[src/rtl/pe_mult_arbiter.sv]
// pe_mult_arbiter
//   Shares one pipelined AW x BW multiplier among N requesters. At most one
//   operand pair is accepted per cycle over a valid/ready handshake. The
//   multiplier inputs are driven from registers. Each issued operation carries
//   a tag down a pipeline that mirrors the multiplier latency, so the product
//   returns to the requester that issued it with a one-hot strobe.
//
//   Build option: define PE_ARB_FIXED_PRIO_EN for fixed priority, where the
//   lowest index wins and no pointer register exists. When it is undefined
//   the arbiter is round-robin.
//
// Ports
//   clk_i        system clock, rising edge
//   rst_n_i      synchronous active-low reset
//   en_i         arbiter enable; 0 blocks new grants, the pipeline still drains
//   req_valid_i  per-requester operand valid
//   req_a_i      packed A operands, requester i at [i*AW +: AW]
//   req_b_i      packed B operands, requester i at [i*BW +: BW]
//   req_ready_o  one-hot accept strobe (combinational)
//   mult_en_o    multiplier enable (registered)
//   mult_a_o     multiplier A (registered)
//   mult_b_o     multiplier B (registered)
//   mult_p_i     multiplier product
//   rsp_valid_o  one-hot product-valid strobe
//   rsp_p_o      product, passed straight through from mult_p_i
//   inflight_o   issued operations whose products have not returned yet
//   idle_o       high when nothing is in flight and mult_en_o is low
module pe_mult_arbiter #(
  parameter int N        = 4,
  parameter int AW       = 8,
  parameter int BW       = 4,
  parameter int MULT_LAT = 1
) (
  input  logic [0:0]       clk_i,
  input  logic [0:0]       rst_n_i,
  input  logic [0:0]       en_i,
  input  logic [N-1:0]     req_valid_i,
  input  logic [N*AW-1:0]  req_a_i,
  input  logic [N*BW-1:0]  req_b_i,
  output logic [N-1:0]     req_ready_o,
  output logic [0:0]       mult_en_o,
  output logic [AW-1:0]    mult_a_o,
  output logic [BW-1:0]    mult_b_o,
  input  logic [AW+BW-1:0] mult_p_i,
  output logic [N-1:0]     rsp_valid_o,
  output logic [AW+BW-1:0] rsp_p_o,
  output logic [2:0]       inflight_o,
  output logic [0:0]       idle_o
);

  localparam int GW    = (N > 1) ? $clog2(N) : 1;
  // One stage for the mult_en register plus one per multiplier cycle.
  localparam int DEPTH = MULT_LAT + 1;

  logic [GW-1:0]   ptr;
  logic            gnt_any;
  logic [GW-1:0]   gnt_idx;
  logic [GW-1:0]   scan_idx;
  logic            hs;

  logic            mult_en_q, mult_en_d;
  logic [AW-1:0]   mult_a_q, mult_a_d;
  logic [BW-1:0]   mult_b_q, mult_b_d;
  logic [DEPTH-1:0] tag_vld_q;
  logic [GW-1:0]   tag_idx_q [DEPTH];
  logic [2:0]      inflight_q, inflight_d;
  logic            rsp_fire;

  // The scan runs from the farthest position back toward the pointer. The
  // last hit is therefore the first valid requester at or above the pointer,
  // wrapping modulo N. The grant is also masked while reset is asserted.
  always_comb begin
    gnt_any     = 1'b0;
    gnt_idx     = '0;
    scan_idx    = '0;
    req_ready_o = '0;
    if (en_i && rst_n_i) begin
      for (int k = N - 1; k >= 0; k--) begin
        scan_idx = GW'((int'(ptr) + k) % N);
        if (req_valid_i[scan_idx]) begin
          gnt_any = 1'b1;
          gnt_idx = scan_idx;
        end
      end
    end
    if (gnt_any) req_ready_o[gnt_idx] = 1'b1;
  end

  assign hs = gnt_any;

`ifdef PE_ARB_FIXED_PRIO_EN
  assign ptr = '0;
`else
  logic [GW-1:0] ptr_q, ptr_d;

  always_comb begin
    ptr_d = ptr_q;
    if (hs) ptr_d = (gnt_idx == GW'(N - 1)) ? '0 : gnt_idx + GW'(1);
  end

  always_ff @(posedge clk_i) begin
    if (!rst_n_i) ptr_q <= '0;
    else          ptr_q <= ptr_d;
  end

  assign ptr = ptr_q;
`endif

  always_comb begin
    mult_en_d = hs;
    mult_a_d  = mult_a_q;
    mult_b_d  = mult_b_q;
    if (hs) begin
      mult_a_d = req_a_i[gnt_idx*AW +: AW];
      mult_b_d = req_b_i[gnt_idx*BW +: BW];
    end
  end

  assign rsp_fire = tag_vld_q[DEPTH-1];

  // A simultaneous issue and return leaves the count unchanged.
  always_comb begin
    inflight_d = inflight_q;
    case ({hs, rsp_fire})
      2'b10:   inflight_d = inflight_q + 3'd1;
      2'b01:   inflight_d = inflight_q - 3'd1;
      default: inflight_d = inflight_q;
    endcase
  end

  always_ff @(posedge clk_i) begin
    if (!rst_n_i) begin
      mult_en_q  <= 1'b0;
      mult_a_q   <= '0;
      mult_b_q   <= '0;
      tag_vld_q  <= '0;
      inflight_q <= '0;
      for (int j = 0; j < DEPTH; j++) tag_idx_q[j] <= '0;
    end else begin
      mult_en_q    <= mult_en_d;
      mult_a_q     <= mult_a_d;
      mult_b_q     <= mult_b_d;
      tag_vld_q    <= {tag_vld_q[DEPTH-2:0], hs};
      tag_idx_q[0] <= gnt_idx;
      for (int j = 1; j < DEPTH; j++) tag_idx_q[j] <= tag_idx_q[j-1];
      inflight_q   <= inflight_d;
    end
  end

  always_comb begin
    rsp_valid_o = '0;
    if (rsp_fire) rsp_valid_o[tag_idx_q[DEPTH-1]] = 1'b1;
  end

  assign rsp_p_o    = mult_p_i;
  assign mult_en_o  = mult_en_q;
  assign mult_a_o   = mult_a_q;
  assign mult_b_o   = mult_b_q;
  assign inflight_o = inflight_q;
  assign idle_o     = (inflight_q == 3'd0) && !mult_en_q;

endmodule

[config.mk]
export PLATFORM = sky130hd
export DESIGN_NAME = pe_mult_arbiter
export DESIGN_NICKNAME = d
export VERILOG_FILES = /design/src/rtl/pe_mult_arbiter.sv
export SDC_FILE = /design/constraint.sdc
export NUM_CORES = 1
export LEC_CHECK = 0
export ABC_CLOCK_PERIOD_IN_PS = 5350
export BUFFER_PORTS_ARGS = -buffer_cell sky130_fd_sc_hd__buf_4
export CAP_MARGIN = 40
export CORE_ASPECT_RATIO = 0.9
export CORE_MARGIN = 1.5
export CORE_UTILIZATION = 45
export DETAILED_ROUTE_END_ITERATION = 8
export PLACE_DENSITY = 0.87
export SLEW_MARGIN = 5
export SYNTH_ARGS = -nofsm -noshare
export SYNTH_HDL_FRONTEND = slang
export SYNTH_SLANG_ARGS = --single-unit
[constraint.sdc]
create_clock -name clk_i -period 5.35 [get_ports clk_i]
set_clock_uncertainty 0.1 [all_clocks]
set_input_delay 0.535 -clock clk_i [delete_from_list [all_inputs] [get_ports clk_i]]
set_output_delay 0.535 -clock clk_i [all_outputs]
set_load 0.03 [all_outputs]
=== Word level (Yosys, flattened, before mapping) ===
Memory sizes are Yosys's and may differ from the RTL's.
Cells that the tools add are included.

* Register bits: 20
* Bits in writable memories: 4
* Bits of input ports: 67
* Output and inout bits: 37
* Logic and storage cells: 65
* Memories: 1

* Add/sub/neg operators: 6
* Order comparisons: 8
* Eq/ne operators: 3
* Shift-type cells: 2
* Muxes and demuxes: 30
* Bitwise operators: 2
* Reduce and logical (&&, ||, !) cells: 7

{| class="wikitable"
|+ Memories
! name !! depth !! bits a word !! rd ports !! clocked after memory_dff !! wr ports !! line !! text
|-
| tag_idx_q || 2 || 2 || 2 || 0 || 2 || 65 || <nowiki>logic [GW-1:0] tag_idx_q [DEPTH];</nowiki>
|}

{| class="wikitable"
|+ Operator list
! kind !! number
|-
| $shiftx 32x6->8 || 1
|-
| $lt 2x3->1 const B || 6
|-
| $mux 2 || 8
|-
| $shiftx 16x5->4 || 1
|-
| $mux 1 || 13
|-
| $bmux 1 s2 || 4
|-
| $mux 4 || 2
|-
| $pmux 3 s2 || 1
|-
| $add 2x1->2 const B || 2
|-
| $add 2x2->2 const B || 2
|-
| $demux 1 s2 || 2
|-
| $eq 2x2->1 const B || 2
|-
| $ge 2x1->1 const B || 2
|-
| $logic_and 1x1->1 || 4
|-
| $add 3x1->3 const B || 1
|-
| $logic_not 3->1 || 1
|-
| $sub 3x1->3 const B || 1
|-
| $eq 2x1->1 const B || 1
|-
| $or 1x1->1 || 2
|-
| $reduce_bool 2->1 || 1
|-
| $logic_not 1->1 || 1
|}

=== Logic depth before layout (Yosys ltp) ===
Gate-level depths: netlist of the first run.

* Depth after elaboration: 13
* Depth in mapped cells: 10
* Depth with buffers taken out: 9

=== Least setup slack after synthesis of the first run ===
Ideal clock, no wire load.

* Path kind: input to register
* From: in req_valid_i[3]
* To: reg inflight_q[2] (netlist: inflight_o[2])
* Setup time: 0.076 ns
* Arrival time: 2.634 ns
* Data required time: 5.174 ns
* Path slack: 2.540 ns
* Stages on the path: 10
* Buffers on the path: 1
* Cell sequence: nor4_1 nor2_1 clkbuf_1 inv_1 ha_1 inv_1 fa_1 xor2_1 or3_1 a21boi_0

* Word-level cells in the longest chain between the ends: 9
* Elaborated cells between the ends (all ways): 17
* Those cells by class: 2 x eq/ne; 14 x mux; 1 x reduce/logical

{| class="wikitable"
|+ RTL lines
! what !! line !! text
|-
| start, declared || 37 || <nowiki>input logic [N-1:0] req_valid_i,</nowiki>
|-
| $bmux 1 s2 || 80 || <nowiki>if (req_valid_i[scan_idx]) begin</nowiki>
|-
| $mux 1 (not written as such) || 80 ||
|-
| $mux 1 (3 in series) || 80 ||
|-
| $mux 1 * || 80 ||
|-
| $mux 1 * || 77 || <nowiki>if (en_i && rst_n_i) begin</nowiki>
|-
| $eq 2x1->1 / $eq 2x2->1 (equally long branches) || 124 || <nowiki>case ({hs, rsp_fire})</nowiki>
|-
| $pmux 3 s2 / $reduce_bool 2->1 (equally long branches) || -- ||
|-
| end signal, assigned || 146 || <nowiki>inflight_q <= inflight_d;</nowiki>
|-
| end, declared || 66 || <nowiki>logic [2:0] inflight_q, inflight_d;</nowiki>
|}

Mark *: on every way between the ends. The rest lies on a longest branch, timed or not. The select of a mux whose other input is x is not followed.
A chain may end at the register's enable or synchronous reset.

=== Worst setup path in the final report of the first run ===
* From: reg ptr_q[1] (netlist: ptr[1])
* To: out req_ready_o[0]

* Word-level cells in the longest chain between the ends: 13
* Elaborated cells between the ends (all ways): 27
* Those cells by class: 3 x add/sub; 2 x order compare; 21 x mux; 1 x reduce/logical

{| class="wikitable"
|+ RTL lines
! what !! line !! text
|-
| start, declared || 94 || <nowiki>logic [GW-1:0] ptr_q, ptr_d;</nowiki>
|-
| start signal, assigned || 103 || <nowiki>else ptr_q <= ptr_d;</nowiki>
|-
| $add 2x2->2 || 79 || <nowiki>scan_idx = GW'((int'(ptr) + k) % N);</nowiki>
|-
| $bmux 1 s2 || 80 ||
|-
| $mux 1 (not written as such) || 80 ||
|-
| $mux 2 (4 in series) || 80 ||
|-
| $mux 2 || 77 ||
|-
| $lt 2x3->1 (not written as such) / $ge 2x1->1 (equally long branches) || 86 || <nowiki>if (gnt_any) req_ready_o[gnt_idx] = 1'b1;</nowiki>
|-
| $logic_and 1x1->1 (not written as such) || 86 ||
|-
| $mux 1 (not written as such) || 86 ||
|-
| $demux 1 s2 || 86 ||
|-
| $mux 4 * || 86 ||
|-
| end, declared || 40 || <nowiki>output logic [N-1:0] req_ready_o,</nowiki>
|}

Marked as above.

==> results of run 1 <==
-- cells by family after synthesis --
group                      Yosys count  share of synthesized area, %
buffers and inverters               36                          13.2
xor gates and xnor gates             2                          1.15
adders and majority gates            4                          3.77
and+or+nand+nor                     56                          19.4
AOI/OAI and AO/OA                   72                          32.2
DFF                                 23                          30.2
-- cells in the mapped netlist, types with 4 or more instances --
| library cell | count | share of area [%] |
|---|---|---|
| a211o_1 | 13 | 7.5 |
| o21ai_0 | 17 | 5.6 |
| nor2_1 | 8 | 2.0 |
| clkbuf_1 | 10 | 2.5 |
| buf_2 | 4 | 1.3 |
| dfxtp_1 | 23 | 30 |
| buf_4 | 12 | 5.9 |
| inv_1 | 7 | 1.7 |
| nand3_1 | 24 | 7.9 |
| nand2_1 | 5 | 1.2 |
| and2_1 | 8 | 3.3 |
| a31oi_1 | 12 | 4.9 |
| a311oi_1 | 12 | 6.9 |
| a21oi_1 | 13 | 4.3 |
-- state kept, by name (all words and copies together), names as in the netlist --
signal / flops
tag_idx_q: 4
inflight_o: 3
tag_vld_q: 2
ptr: 2
mult_b_o: 4
mult_a_o: 8
-- where the power goes --
part / switching (mW) / internal, mW / total (mW) / leakage (nW)
Combinational: 0.0942 / 0.0734 / 0.168 / 0.674
Sequential: 0.0104 / 0.186 / 0.196 / 0.190
Clock: 0.0558 / 0.0519 / 0.108 / 0.0255
-- worst paths after layout --
check | to | slack [ns] | depth (start not counted)
min reg2reg | tag_idx_q[0][3] | 0.34 | 1
min | tag_idx_q[0][3] | 0.34 | 1
max | req_ready_o[0] | 2.17 | 7
max reg2reg | ptr[1] | 2.92 | 7
-- worst max-delay path, stage by stage, from the launching register on --
cell     delay (ns)
dfxtp_1        0.49
o21ai_0        0.17
a211o_1        0.47
a21oi_4        0.49
inv_1          0.14
ha_1           0.21
and2_1         0.14
buf_4          0.16
-- stage by stage --
step / area, um2 / hold WS (ns) / power, mW / std cells / setup slack [ns]
finish: 2130 / 0.344 / 0.471 / 295 / 2.17
global route: 2130 / 0.363 / 0.498 / 295 / 2.04
CTS: 2110 / 0.352 / 0.471 / 294 / 2.15
detailed placement: 2060 / 0.331 / 0.365 / 290 / 2.16
global placement: 2060 / 0.315 / 0.361 / 290 / 2.25
floorplan: 1530 / 0.312 / 0.310 / 193 / 2.54
-- metal layers --
metal	track usage (%)	vias up
li1	-	827
met1	32.7	811
met2	40.6	99
met3	3.50	8
met4	6.38	0
met5	0	-
-- cell type report --
type / instances / area share (%)
well taps: 42 / 2.47
inverters: 7 / 1.24
clock inverters: 1 / 0.235
multi-input cells: 134 / 42.1
repair buffers: 85 / 30.4
flip-flops and latches: 23 / 21.7
clock buffers: 3 / 1.94
==> impl_metrics.csv, run 1 <==
group,metric,value,unit
run_status,status,"finished, final reports clean",
final_layout,fillers,281,
synth,async_reset_ff_share,0,%
final_layout,layout_commonest_cell,"buf_4",
clocking,holdBufCountCts,0,
min_path,hp-class,"flip-flop to flip-flop",
global_route,grtUsageTotal,24.1,%
final_layout,multi_input_area,895,um2
timing,max_slew_margin,38.6,%
clocking,clkLatencyLatePin,0.26,ns
timing,setup_viol_count_final,0,
synth,yosysWarnings,0,
route,drc,0,
setup_path,critPathLaunch,"ptr[1]",
timing,period_needed,3.18,ns
synth,synth-seq-cells,23,
route,drt_wl_total,4.66,mm
timing,rsz0062_at_grt,"false",
final_layout,drive_above_1_share,37.2,%
floorplanning,core,3140,um2
clocking,clk_path_buf_depth,2,
clocking,postCtsSetupBuffers,0,
synth,synth-edff-count,0,
route,vias,1745,
global_route,antenna_found_initial,0,
setup_path,cp_max_fo,15,
final_layout,fin_nets,325,
clocking,cts_htree_levels,1,
final_layout,area_delta_synth_final,39.4,%
global_route,grt_pass1_vias,1574,
timing,drv_slew,0,
timing,finalSetupTns,0,ns
floorplanning,fp.dieArea,3750,um2
setup_path,r2r_start,"ptr[1]",
power_and_ir_drop,leakagePower,0.889,nW
clocking,numCtsBuffers,3,
floorplanning,die_height,58.2,um
clocking,clock-sinks,23,
power_and_ir_drop,power_density,222,nW/um2
setup_path,cp-start-kind,"flip-flop",
final_layout,layout_common_cells,"buf_4, nand3_1, dfxtp_1",
clocking,post_cts_resized,0,
route,met3_length,419,um
final_layout,diodes,0,
setup_path,arrival,2.54,ns
route,wl_per_cell,15.8,um
route,dr.first_iter.drc_count,110,
global_route,grt_pass1_wl,7.20,mm
timing,timing.fmax,0.315,GHz
route,detail-route-antenna-nets,0,
synth,syn_inst,193,
route,top_layer,"met4",
clocking,clkSlewWorstSetupHoldPaths,0.09,ns
route,met1_length,1.90,mm
route,dr.pass1.iters,4,
final_layout,ff_latch_area,460,um2
synth,synth_area,1530,um2
timing,finalCritPeriodShare,59.3,%
clocking,cts_tree,"built",
clocking,cts_root_buf,"clkbuf_8",
floorplanning,die_w,64.4,um
setup_path,worstPathRequired,4.72,ns
setup_path,crit_type,"flip-flop to primary output",
synth,syn-num-nets,264,
synth,syn_area_per_cell,7.90,um2
power_and_ir_drop,irDropWorstVdd,0.107,mV
floorplanning,start_util,48.6,%
place,io_buffers,79,
route,route.met2.wl,2.28,mm
floorplanning,io_pins,104,
timing,worst_slew_pin_slew,0.917,ns
floorplanning,rows,19,
min_path,hold_start,"tag_idx_q[0][1]",
place,gp_congestion,0.811,
timing,hold_viol_final,0,
global_route,globalRoute.totalOverflow,0,
global_route,grt_max_degree,39,
setup_path,cp-end-kind,"primary output",
synth,seq_area_frac_synth,30.2,%
flow_run,maxCapViolations,0,
route,viasPerCell,5.92,
synth,synth_cell_type_count,31,
synth,synthFlopType,"dfxtp_1",
final_layout,fin_util,67.7,%
place,dpl.hpwl,3.37,mm
Power figures use the tool's default switching activity.
==> run 2, diff against run 1 <==
--- a/config.mk
+++ b/config.mk
@@ -5,14 +5,15 @@
 export SDC_FILE = /design/constraint.sdc
 export NUM_CORES = 1
 export LEC_CHECK = 0
-export ABC_CLOCK_PERIOD_IN_PS = 5350
+export ABC_AREA = 1
+export ABC_CLOCK_PERIOD_IN_PS = 2600
 export BUFFER_PORTS_ARGS = -buffer_cell sky130_fd_sc_hd__buf_4
 export CAP_MARGIN = 40
 export CORE_ASPECT_RATIO = 0.9
 export CORE_MARGIN = 1.5
-export CORE_UTILIZATION = 45
+export CORE_UTILIZATION = 40
 export DETAILED_ROUTE_END_ITERATION = 8
-export PLACE_DENSITY = 0.87
+export PLACE_DENSITY = 0.78
 export SLEW_MARGIN = 5
 export SYNTH_ARGS = -nofsm -noshare
 export SYNTH_HDL_FRONTEND = slang
==> constraint.sdc (replaced) <==
create_clock -name clk_i -period 2.6 [get_ports clk_i]
set_clock_uncertainty 0.1 [all_clocks]
set_input_delay 0.26 -clock clk_i [delete_from_list [all_inputs] [get_ports clk_i]]
set_output_delay 0.26 -clock clk_i [all_outputs]
set_load 0.03 [all_outputs]
==> impl_metrics.csv, run 2 <==
group,metric,value,unit
setup_path,crit_type,"flip-flop to primary output",
synth,synth.most_common_cell,"nand2_1",
synth,syn_inst,306,
synth,yosysWarnings,0,
route,met3_length,435,um
final_layout,drive_above_1_share,27.8,%
floorplanning,die_height,67.2,um
clocking,cts_htree_levels,1,
timing,worst_slew_pin_slew,0.473,ns
synth,synth-edff-count,0,
global_route,grt_pass1_wl,8.00,mm
synth,async_reset_ff_share,0,%
route,dr.first_iter.drc_count,73,
setup_path,path_cells,"nand2_1 > and2_1 > nand2_1 > nand3_1 > o21bai_1 > nand2_1 > nand2_1 > ha_1 > inv_1 > nor2_1 > buf_4",
setup_path,arrival,2.10,ns
final_layout,area_delta_synth_final,31.5,%
route,met1_length,2.09,mm
final_layout,diodes,0,
timing,timing.fmax,0.407,GHz
timing,finalCritPeriodShare,94.5,%
setup_path,path_depth,11,
min_path,hold-path-endpoint,"tag_idx_q[0][2]",
setup_path,cp.buffers_inverters,2,
run_status,status,"finished, final reports clean",
clocking,clk_path_buf_depth,2,
route,dr.pass1.iters,4,
timing,finalSetupTns,0,ns
route,wl_per_cell,11.3,um
route,top_layer,"met4",
route,drt_wl_total,4.83,mm
timing,rsz0062_at_grt,"false",
synth,syn_area_per_cell,5.98,um2
route,viasPerCell,4.97,
place,io_buffers,79,
power_and_ir_drop,power_density,475,nW/um2
floorplanning,core,4430,um2
final_layout,fin_util,54.3,%
synth,yosysTopAreaCell,"dfxtp_1",
clocking,cts_tree,"built",
min_path,hold_depth,3,
floorplanning,start_util,41.3,%
final_layout,fin_nets,439,
synth,syn-num-nets,377,
clocking,postCtsSetupBuffers,0,
timing,setup_viol_count_final,0,
clocking,clkSlewWorstSetupHoldPaths,0.08,ns
final_layout,largest_reg_flops,8,
setup_path,cp_max_fo,8,
min_path,hp-class,"input port to flip-flop",
synth,seq_area_frac_synth,25.2,%
clocking,cts_root_buf,"clkbuf_8",
timing,period_needed,2.46,ns
clocking,clkLatencyLatePin,0.26,ns
route,drc,0,
global_route,grt_max_degree,28,
floorplanning,fp.dieArea,4990,um2
setup_path,cp-start-kind,"flip-flop",
flow_run,maxCapViolations,0,
global_route,grtUsageTotal,20.5,%
synth,synth_top_area_share,25.2,%
synth,synth_area,1830,um2
setup_path,critPathSlowestCell,"dfxtp_2",
place,gp_congestion,1.01,
final_layout,layout_commonest_cell,"nand2_1",
clocking,numCtsBuffers,3,
min_path,hold_start,"rst_n_i",
synth,synthFlopType,"dfxtp_1",
route,route.met2.wl,2.25,mm
floorplanning,rows,23,
route,vias,2133,
timing,drv_slew,0,
global_route,antenna_found_initial,0,
power_and_ir_drop,leakagePower,1.44,nW
synth,synth_cell_type_count,26,
setup_path,r2r_start,"ptr[0]",
setup_path,path_common_cell,"nand2_1",
clocking,clock-sinks,23,
global_route,globalRoute.totalOverflow,0,
setup_path,cp-end-kind,"primary output",
floorplanning,io_pins,104,
floorplanning,die_w,74.3,um
setup_path,critPathTopFamily,"simple AND/OR/NAND/NOR gates",
timing,hold_viol_final,0,
setup_path,slowest_delay,0.45,ns
place,dpl.hpwl,3.76,mm
synth,ys_top_cells_by_area,"dfxtp_1, nand2_1, inv_1",
clocking,holdBufCountCts,0,
setup_path,reg2regPathDepth,13,
setup_path,worstPathRequired,2.24,ns
synth,synth-seq-cells,23,
setup_path,rrSetupSlack,0.19,ns
setup_path,reg2reg_to,"inflight_o[2]",
synth,synth_commonest_cells,"nand2_1, inv_1, nand3_1, nand4_1, dfxtp_1",
timing,max_slew_margin,68.5,%
final_layout,layout_common_cells,"nand2_1, buf_4, inv_1",
global_route,grt_pass1_vias,1890,
route,detail-route-antenna-nets,0,
power_and_ir_drop,irDropWorstVdd,0.222,mV
run 2: cell count changes in the layout (fill, tap and decap cells not counted), moves of 12 or more:
cell      previous run  this run
a211o_1             13         0
a311oi_1            12         0
inv_1                7        48
nand2_1              5       114
a31oi_1             12         0
nand4_1              0        24
run 2: cell type report:
cell class / instances / area (um2)
Fill cell: 469 / 2030
Multi-Input combinational cell: 205 / 991
Timing Repair Buffer: 84 / 631
Sequential cell: 23 / 462
Inverter: 51 / 199
Tap cell: 62 / 77.6
Clock buffer: 3 / 41.3
Clock inverter: 1 / 5.00
run 2: repair_timing:
item,CTS,global route
endpoints found under the hold margin,0,0
setup endpoints to repair,0,3
resized for setup,0,1
run 2: per-layer routing:
metal / vias up / GRT usage [%]
li1: 1072 / -
met4: 0 / 6.14
met1: 949 / 26.5
met3: 9 / 4.33
met2: 103 / 34.4
met5: - / 0
run 2: worst max path at each step:
stage	to	slack, ns	from
after global routing	inflight_o[2]	0.0003	ptr[0]
final	req_ready_o[0]	0.14	ptr[0]
after global placement	inflight_o[2]	0.16	ptr[0]
after detailed placement	inflight_o[2]	0.07	ptr[0]
after floorplan	inflight_o[2]	0.09	ptr[0]
after CTS	req_ready_o[1]	0.05	ptr[0]
run 2: logic make-up after synthesis:
kind of cell	synth area share [%]
AO/OA/AOI/OAI	3.97
adder cells (fa/ha/maj)	3.15
buffers and inverters	20.7
flip-flops	25.2
AND/OR/NAND/NOR	47.1
run 2: report_power, final:
group          leakage (nW)  total [mW]  switching (mW)  internal, mW
clock                0.0255       0.221           0.114         0.107
combinational          1.22       0.505           0.307         0.198
sequential            0.190       0.417          0.0284         0.388
run 2: through the flow:
step / total power, mW / cells / setup slack, ns / instance area [um2] / hold WS (ns)
floorplan: 0.791 / 306 / 0.0876 / 1830 / 0.290
global placement: 0.922 / 425 / 0.159 / 2360 / 0.301
detailed placement: 0.931 / 425 / 0.0651 / 2360 / 0.301
CTS: 1.15 / 429 / 0.0452 / 2400 / 0.221
global route: 1.22 / 429 / 0.000338 / 2410 / 0.247
finish: 1.14 / 429 / 0.142 / 2410 / 0.225
run 2: worst min-delay path, cell delays in order:
cell     delay (ns)
buf_4          0.18
nand2_1        0.07
inv_1          0.03
